<file path="config.mk">
export PLATFORM = sky130hd
export DESIGN_NAME = trigger_capture
export DESIGN_NICKNAME = d
export VERILOG_FILES = /design/src/rtl/trigger_capture.sv
export SDC_FILE = /design/constraint.sdc
export NUM_CORES = 2
export LEC_CHECK = 0
export CAP_MARGIN = 15
export CORE_UTILIZATION = 65
export CTS_CLUSTER_DIAMETER = 50
export DETAILED_ROUTE_END_ITERATION = 16
export PLACE_DENSITY = 0.81
export SLEW_MARGIN = 40
export SYNTH_ARGS = -nofsm -noshare
export SYNTH_HDL_FRONTEND = slang
export SYNTH_SLANG_ARGS = --single-unit
</file>
<file path="constraint.sdc">
create_clock -name iClk -period 4.67 [get_ports iClk]
set_input_delay 1.401 -clock iClk [delete_from_list [all_inputs] [get_ports iClk]]
set_output_delay 1.401 -clock iClk [all_outputs]
set_load 0.005 [all_outputs]
</file>
<file path="src/rtl/trigger_capture.sv">
// rtl/trigger_capture.sv - armed circular capture of ADC bytes with level trigger and UART dump
//
// Sits between the downsampler and uart_tx. Once armed, accepted samples are
// written into a circular RAM. After pPreTrig samples it watches for a rising
// crossing of pTrigLevel, fills the post-trigger window and then streams one
// full buffer (oldest pre-trigger sample first) to uart_tx, one byte per
// DV/Done handshake.
//
// Optional feature macro: TRIG_CAPTURE_HEADER_EN
//   defined   -> dump is prefixed with A5 5A <pPreTrig[7:0]> (DEPTH+3 bytes)
//   undefined -> dump is exactly DEPTH bytes, no header logic
//
// Ports:
//   iClk        system clock
//   iRst_n      asynchronous active-low reset
//   iData       downsampled ADC byte
//   iData_Valid one-cycle strobe qualifying iData
//   iArm        one-cycle capture start request (honoured in IDLE only)
//   iTx_Active  uart_tx busy indication
//   iTx_Done    uart_tx one-cycle byte-complete pulse
//   oTx_DV      one-cycle send strobe to uart_tx
//   oTx_Byte    byte to uart_tx, held from oTx_DV until iTx_Done
//   oArmed      registered: PRE or WAIT_TRIG
//   oTriggered  registered: POST, SEND or WAIT_DONE
//   oBusy       registered: any state but IDLE

module trigger_capture #(
  parameter int pAddrWidth = 8,
  parameter int pPreTrig   = 64,
  parameter int pTrigLevel = 128
) (
  input  logic       iClk,
  input  logic       iRst_n,
  input  logic [7:0] iData,
  input  logic       iData_Valid,
  input  logic       iArm,
  input  logic       iTx_Active,
  input  logic       iTx_Done,
  output logic       oTx_DV,
  output logic [7:0] oTx_Byte,
  output logic       oArmed,
  output logic       oTriggered,
  output logic       oBusy
);

  localparam int DEPTH = 1 << pAddrWidth;
  localparam int CW    = pAddrWidth + 1;

  localparam logic [CW-1:0]         PRE_CNT  = CW'(pPreTrig);
  localparam logic [CW-1:0]         POST_CNT = CW'(DEPTH - pPreTrig - 1);
  localparam logic [CW-1:0]         DUMP_CNT = CW'(DEPTH);
  localparam logic [pAddrWidth-1:0] PRE_OFS  = pAddrWidth'(pPreTrig);
  localparam logic [7:0]            TRIG_LVL = 8'(pTrigLevel);

  typedef enum logic [2:0] {
    S_IDLE,
    S_PRE,
    S_WAIT_TRIG,
    S_POST,
    S_SEND,
    S_WAIT_DONE
  } state_t;

  state_t state, state_nxt;

  logic [7:0]            mem [DEPTH];
  logic [pAddrWidth-1:0] wr_ptr, rd_ptr, trig_addr;
  logic [CW-1:0]         cnt, byte_cnt;
  logic [CW-1:0]         cnt_inc, byte_cnt_inc;
  logic [7:0]            prev, rd_data, tx_byte;
  logic                  rd_ok, accept, trig_hit, tx_fire, last_byte;

  assign accept       = iData_Valid &&
                        (state == S_PRE || state == S_WAIT_TRIG || state == S_POST);
  // Rising crossing: previous accepted sample strictly below, current at or above.
  assign trig_hit     = (prev < TRIG_LVL) && (iData >= TRIG_LVL);
  assign cnt_inc      = cnt + 1'b1;
  assign byte_cnt_inc = byte_cnt + 1'b1;

`ifdef TRIG_CAPTURE_HEADER_EN
  logic [1:0] hdr_cnt;
  logic       hdr_phase;

  assign hdr_phase = (hdr_cnt != 2'd3);

  always_comb begin
    tx_byte = rd_data;
    case (hdr_cnt)
      2'd0:    tx_byte = 8'hA5;
      2'd1:    tx_byte = 8'h5A;
      2'd2:    tx_byte = 8'(pPreTrig);
      default: tx_byte = rd_data;
    endcase
  end

  assign last_byte = !hdr_phase && (byte_cnt_inc == DUMP_CNT);
`else
  assign tx_byte   = rd_data;
  assign last_byte = (byte_cnt_inc == DUMP_CNT);
`endif

  always_ff @(posedge iClk or negedge iRst_n) begin
    if (!iRst_n) state <= S_IDLE;
    else         state <= state_nxt;
  end

  always_comb begin
    state_nxt = state;
    tx_fire   = 1'b0;
    case (state)
      S_IDLE:      if (iArm) state_nxt = S_PRE;
      S_PRE:       if (accept && cnt_inc == PRE_CNT) state_nxt = S_WAIT_TRIG;
      S_WAIT_TRIG: if (accept && trig_hit) state_nxt = S_POST;
      S_POST:      if (accept && cnt_inc == POST_CNT) state_nxt = S_SEND;
      S_SEND: begin
        // rd_ok marks that rd_data reflects the current rd_ptr.
        if (rd_ok && !iTx_Active) begin
          tx_fire   = 1'b1;
          state_nxt = S_WAIT_DONE;
        end
      end
      S_WAIT_DONE: if (iTx_Done) state_nxt = last_byte ? S_IDLE : S_SEND;
      default:     state_nxt = S_IDLE;
    endcase
  end

  always_ff @(posedge iClk or negedge iRst_n) begin
    if (!iRst_n) begin
      wr_ptr     <= '0;
      rd_ptr     <= '0;
      trig_addr  <= '0;
      cnt        <= '0;
      byte_cnt   <= '0;
      prev       <= '0;
      rd_ok      <= 1'b0;
      oTx_DV     <= 1'b0;
      oTx_Byte   <= '0;
      oArmed     <= 1'b0;
      oTriggered <= 1'b0;
      oBusy      <= 1'b0;
`ifdef TRIG_CAPTURE_HEADER_EN
      hdr_cnt    <= '0;
`endif
    end else begin
      if (accept) begin
        wr_ptr <= wr_ptr + 1'b1;
        prev   <= iData;
      end

      rd_ok  <= (state == S_SEND) && !tx_fire;
      oTx_DV <= tx_fire;
      if (tx_fire) oTx_Byte <= tx_byte;

      oArmed     <= (state == S_PRE) || (state == S_WAIT_TRIG);
      oTriggered <= (state == S_POST) || (state == S_SEND) || (state == S_WAIT_DONE);
      oBusy      <= (state != S_IDLE);

      case (state)
        S_IDLE: if (iArm) cnt <= '0;
        S_PRE:  if (accept) cnt <= cnt_inc;
        S_WAIT_TRIG: begin
          if (accept && trig_hit) begin
            trig_addr <= wr_ptr;
            cnt       <= '0;
          end
        end
        S_POST: begin
          if (accept) begin
            cnt <= cnt_inc;
            if (cnt_inc == POST_CNT) begin
              rd_ptr   <= trig_addr - PRE_OFS;
              byte_cnt <= '0;
`ifdef TRIG_CAPTURE_HEADER_EN
              hdr_cnt  <= '0;
`endif
            end
          end
        end
        S_WAIT_DONE: begin
          if (iTx_Done) begin
`ifdef TRIG_CAPTURE_HEADER_EN
            if (hdr_phase) begin
              hdr_cnt <= hdr_cnt + 1'b1;
            end else begin
              rd_ptr   <= rd_ptr + 1'b1;
              byte_cnt <= byte_cnt_inc;
            end
`else
            rd_ptr   <= rd_ptr + 1'b1;
            byte_cnt <= byte_cnt_inc;
`endif
          end
        end
        default: ;
      endcase
    end
  end

  // Sample RAM: one write port, synchronous read port.
  always_ff @(posedge iClk) begin
    if (accept) mem[wr_ptr] <= iData;
    rd_data <= mem[rd_ptr];
  end

endmodule

</file>
==> summary.md <==
| Metric | Value |
|---|---|
| CP startpoint | `rd_ptr[0]` |
| Post-Syn Instances | `4,150` |
| CTS H-tree lvls | `4` |
| Fin. Hold Viols | `0` |
| Syn avg cell area | `20.1 µm²` |
| Antenna violations before repair | `10` |
| CP arrival | `4800 ps` |
| Wire length per cell | `36.4 µm` |
| Share of layout cells above drive strength 1 | `0.236` |
| Leakage | `29.2 nW` |
| Core region area | `126,000 µm²` |
| Std-Cell Rows | `130` |
| Cell Chain, Critical Path | `buf_12 -> or3b_1 -> buf_4 -> o221ai_1 -> a21oi_1 -> a22oi_1 -> buf_4 -> a2111oi_2 -> o32ai_1` |
| Slowest CP cell | `or3b_1` |
| Maxcap violations | `0` |
| Clock buffer depth | `3` |
| Detailed-route DRC error count | `0` |
| Fin crit period | `4170 ps` |
| Final core utilization | `0.740` |
| PwrDens | `418 nW/µm²` |
| Drt via density | `7.31` |
| RSZ-0062 raised after global routing | `no` |
| Post-synthesis cell area | `83,300 µm²` |
| Gr ovfl total | `0` |
| Crit path max fanout | `18` |
| Final Setup Violations | `0` |
| R2R Path Start | `rd_ptr[0]` |
| Hold path start | `rd_data[1]` |
| CTS root buf | `clkbuf_16` |
| # clock sinks | `2,115` |
| Commonest non-fill, non-tap cell in the layout | `edfxtp_1` |
| Final Skew | `40.5 ps` |
| Die X | `360 µm` |
| Final Slew Violations | `0` |
| Most frequent CP cell | `buf_4` |
| WL final | `228 mm` |
| Reg clk slew, reported paths | `60 ps` |
| I/O pin total | `26` |
| Worst reg-to-reg path cell count | `9` |
| Gr usage total | `0.357` |
| Worst R2R Setup Slack | `500 ps` |
| Async S/R FF share, synth | `0.0279` |
| Status | `finished clean` |
| Starting DRT DRC Count | `7,706` |
| Via count | `45,800` |
| Sequential-to-total area share from yosys stat | `0.758` |
| CP required | `5300 ps` |
| Number of global-route vias before repair | `45,500` |
| First-pass GRT wire length | `325 mm` |
| Pre-antenna DRT Iters | `6` |
| Area growth syn-to-layout | `12.4%` |
| Routability cong. | `0.960` |
| Slew headroom | `0.350` |
| Most frequent cells in the layout | `edfxtp_1 (2,048), mux4_2 (414), nor2_1 (298)` |
| Post-CTS setup buffers | `0` |
| Period Utilization, post-route | `0.892` |
| Worst skew pair latency | `850 ps` |
| Critical Path Max Stage Delay | `740 ps` |
| Critical Setup Path Class | `reg -> reg` |
| Port buffer count | `25` |
| CP endpoint kind | `register` |
| Cell variety after synth | `77` |
| Slew @ Worst Pin | `970 ps` |
| Worst setup margin | `502 ps` |
| Maximum clock rate | `240 MHz` |
| Setup crit end | `rd_data[5]` |
| Reg2reg end | `rd_data[5]` |
| Post-synth top flop | `edfxtp_1` |
| Post-CTS sizing | `0` |
| Die height | `360 µm` |
| Placement Setup Slack | `491 ps` |
| Crit path launch type | `register` |
| Num CTS Buffers | `197` |
| Post-Syn Nets | `4,173` |
| #FFs+latches synth | `2,115` |
| Antenna-violating nets left | `0` |
| Hold WC Path Type | `reg -> reg` |
| Die Outline Area | `130,000 µm²` |
| Max VDD drop | `0.000392 V` |
| Setup total negative slack | `0 ps` |
| Total number of yosys warnings | `0` |
| Post-DP HPWL | `137 mm` |
| # hold bufs at CTS | `0` |
| Fin nets | `4,456` |
| Post-synth EDFFs | `2,048` |
| Initial Utilization | `0.659` |
| Pin count of the biggest net entering global routing | `133` |
| CTS tree | `done` |
-- worst max-delay path: cells and delay by family, from the launching register on --
family,cells,cell delay [ps]
DFF,1,660
buffers and inverters,3,840
and+or+nand+nor,1,740
AOI/OAI and AO/OA,5,1670
-- where the power goes --
group	switching (W)	internal (W)
clock network	0.00709	0.00931
logic	0.00120	0.000335
registers	0.000171	0.0210
total	0.00847	0.0307
-- registers in the layout, indices dropped and copies added (netlist names), 3 cells and up --
signal / flops
mem: 2048
rd_data: 8
cnt: 9
wr_ptr: 8
state: 3
rd_ptr: 8
byte_cnt: 9
trig_addr: 8
oTx_Byte: 8
-- cell families (layout without fill, tap and decap cells) --
| group | count (synthesis) | after routing | synth area share |
|---|---|---|---|
| multiplexers | 675 | 675 | 0.147 |
| AND/OR/NAND/NOR | 620 | 620 | 0.0324 |
| AO/OA/AOI/OAI | 444 | 444 | 0.0383 |
| XOR/XNOR | 15 | 15 | 0.00158 |
| flip-flops | 2115 | 2115 | 0.758 |
| other | 0 | 7 | 0 |
| buffers and inverters | 272 | 727 | 0.0206 |
| adder cells (fa/ha/maj) | 9 | 9 | 0.00135 |
-- through the flow --
stage / total power, W / cell area (µm²) / hold slack, ps / cells
after detailed placement: 0.0230 / 86900 / 418 / 5880
after CTS: 0.0391 / 93400 / 456 / 6251
after global placement: 0.0230 / 86800 / 413 / 5880
after global routing: 0.0398 / 93600 / 477 / 6255
after floorplan: 0.0221 / 83300 / 398 / 4150
final: 0.0391 / 93600 / 448 / 6262
-- area by class of cell --
class / count / area (µm²)
fill: 6536 / 32800
inverter: 23 / 87.6
clock inverter: 139 / 1460
sequential: 2115 / 63200
clock buffer: 232 / 5110
tap: 1650 / 2060
timing repair buffer: 333 / 3140
antenna: 7 / 17.5
multi-input combinational: 1763 / 18500
-- worst min path at each step --
stage	slack, ps	cells past startpoint	to
2_1_floorplan	400	2	oTx_Byte[0]
3_3_place_gp	410	2	oTx_Byte[1]
3_5_place_dp	420	2	oTx_Byte[1]
4_1_cts	460	2	oTx_Byte[1]
5_1_grt	480	2	oTx_Byte[5]
6_report	450	2	oTx_Byte[1]
-- cell usage after synthesis (all sizes together), types with 5 or more instances --
| cell | count | share of area |
|---|---|---|
| nor4 | 8 | 0.00060 |
| o211ai | 11 | 0.00099 |
| inv | 20 | 0.00090 |
| a2111oi | 5 | 0.00060 |
| xnor2 | 13 | 0.0014 |
| nand3 | 57 | 0.0034 |
| clkbuf | 89 | 0.0040 |
| and3 | 12 | 0.00090 |
| or3 | 9 | 0.00068 |
| a41oi | 6 | 0.00063 |
| a31oi | 15 | 0.0011 |
| nor3 | 20 | 0.0012 |
| mux4 | 433 | 0.12 |
| buf | 160 | 0.016 |
| nor2b | 19 | 0.0014 |
| o22ai | 30 | 0.0023 |
| dfrtp | 59 | 0.018 |
| o21ai | 54 | 0.0032 |
| nand2b | 6 | 0.00045 |
| a22o | 16 | 0.0017 |
| and2 | 13 | 0.00098 |
| o41ai | 5 | 0.00062 |
| edfxtp | 2048 | 0.74 |
| a221o | 10 | 0.0012 |
| nand3b | 7 | 0.00068 |
| nand2 | 145 | 0.0065 |
| o32ai | 7 | 0.00074 |
| nor2 | 302 | 0.014 |
| a21oi | 81 | 0.0049 |
| a221oi | 36 | 0.0040 |
| a311oi | 8 | 0.00084 |
| a211oi | 21 | 0.0019 |
| nand4 | 13 | 0.00098 |
| a22oi | 69 | 0.0063 |
| mux2i | 221 | 0.027 |
| o221ai | 30 | 0.0032 |
| a2bb2oi | 6 | 0.00063 |
| dfxtp | 8 | 0.0019 |
| ha | 9 | 0.0014 |
| mux2 | 21 | 0.0028 |
-- layer usage --
metal  part of all wire  wire, µm  GRT usage
met5             0.0011       250    0.00962
met3               0.15     33800      0.115
met1               0.33     75500      0.472
met4              0.068     15500      0.204
met2               0.45    103000      0.529
(Power assumes the default switching activity.)
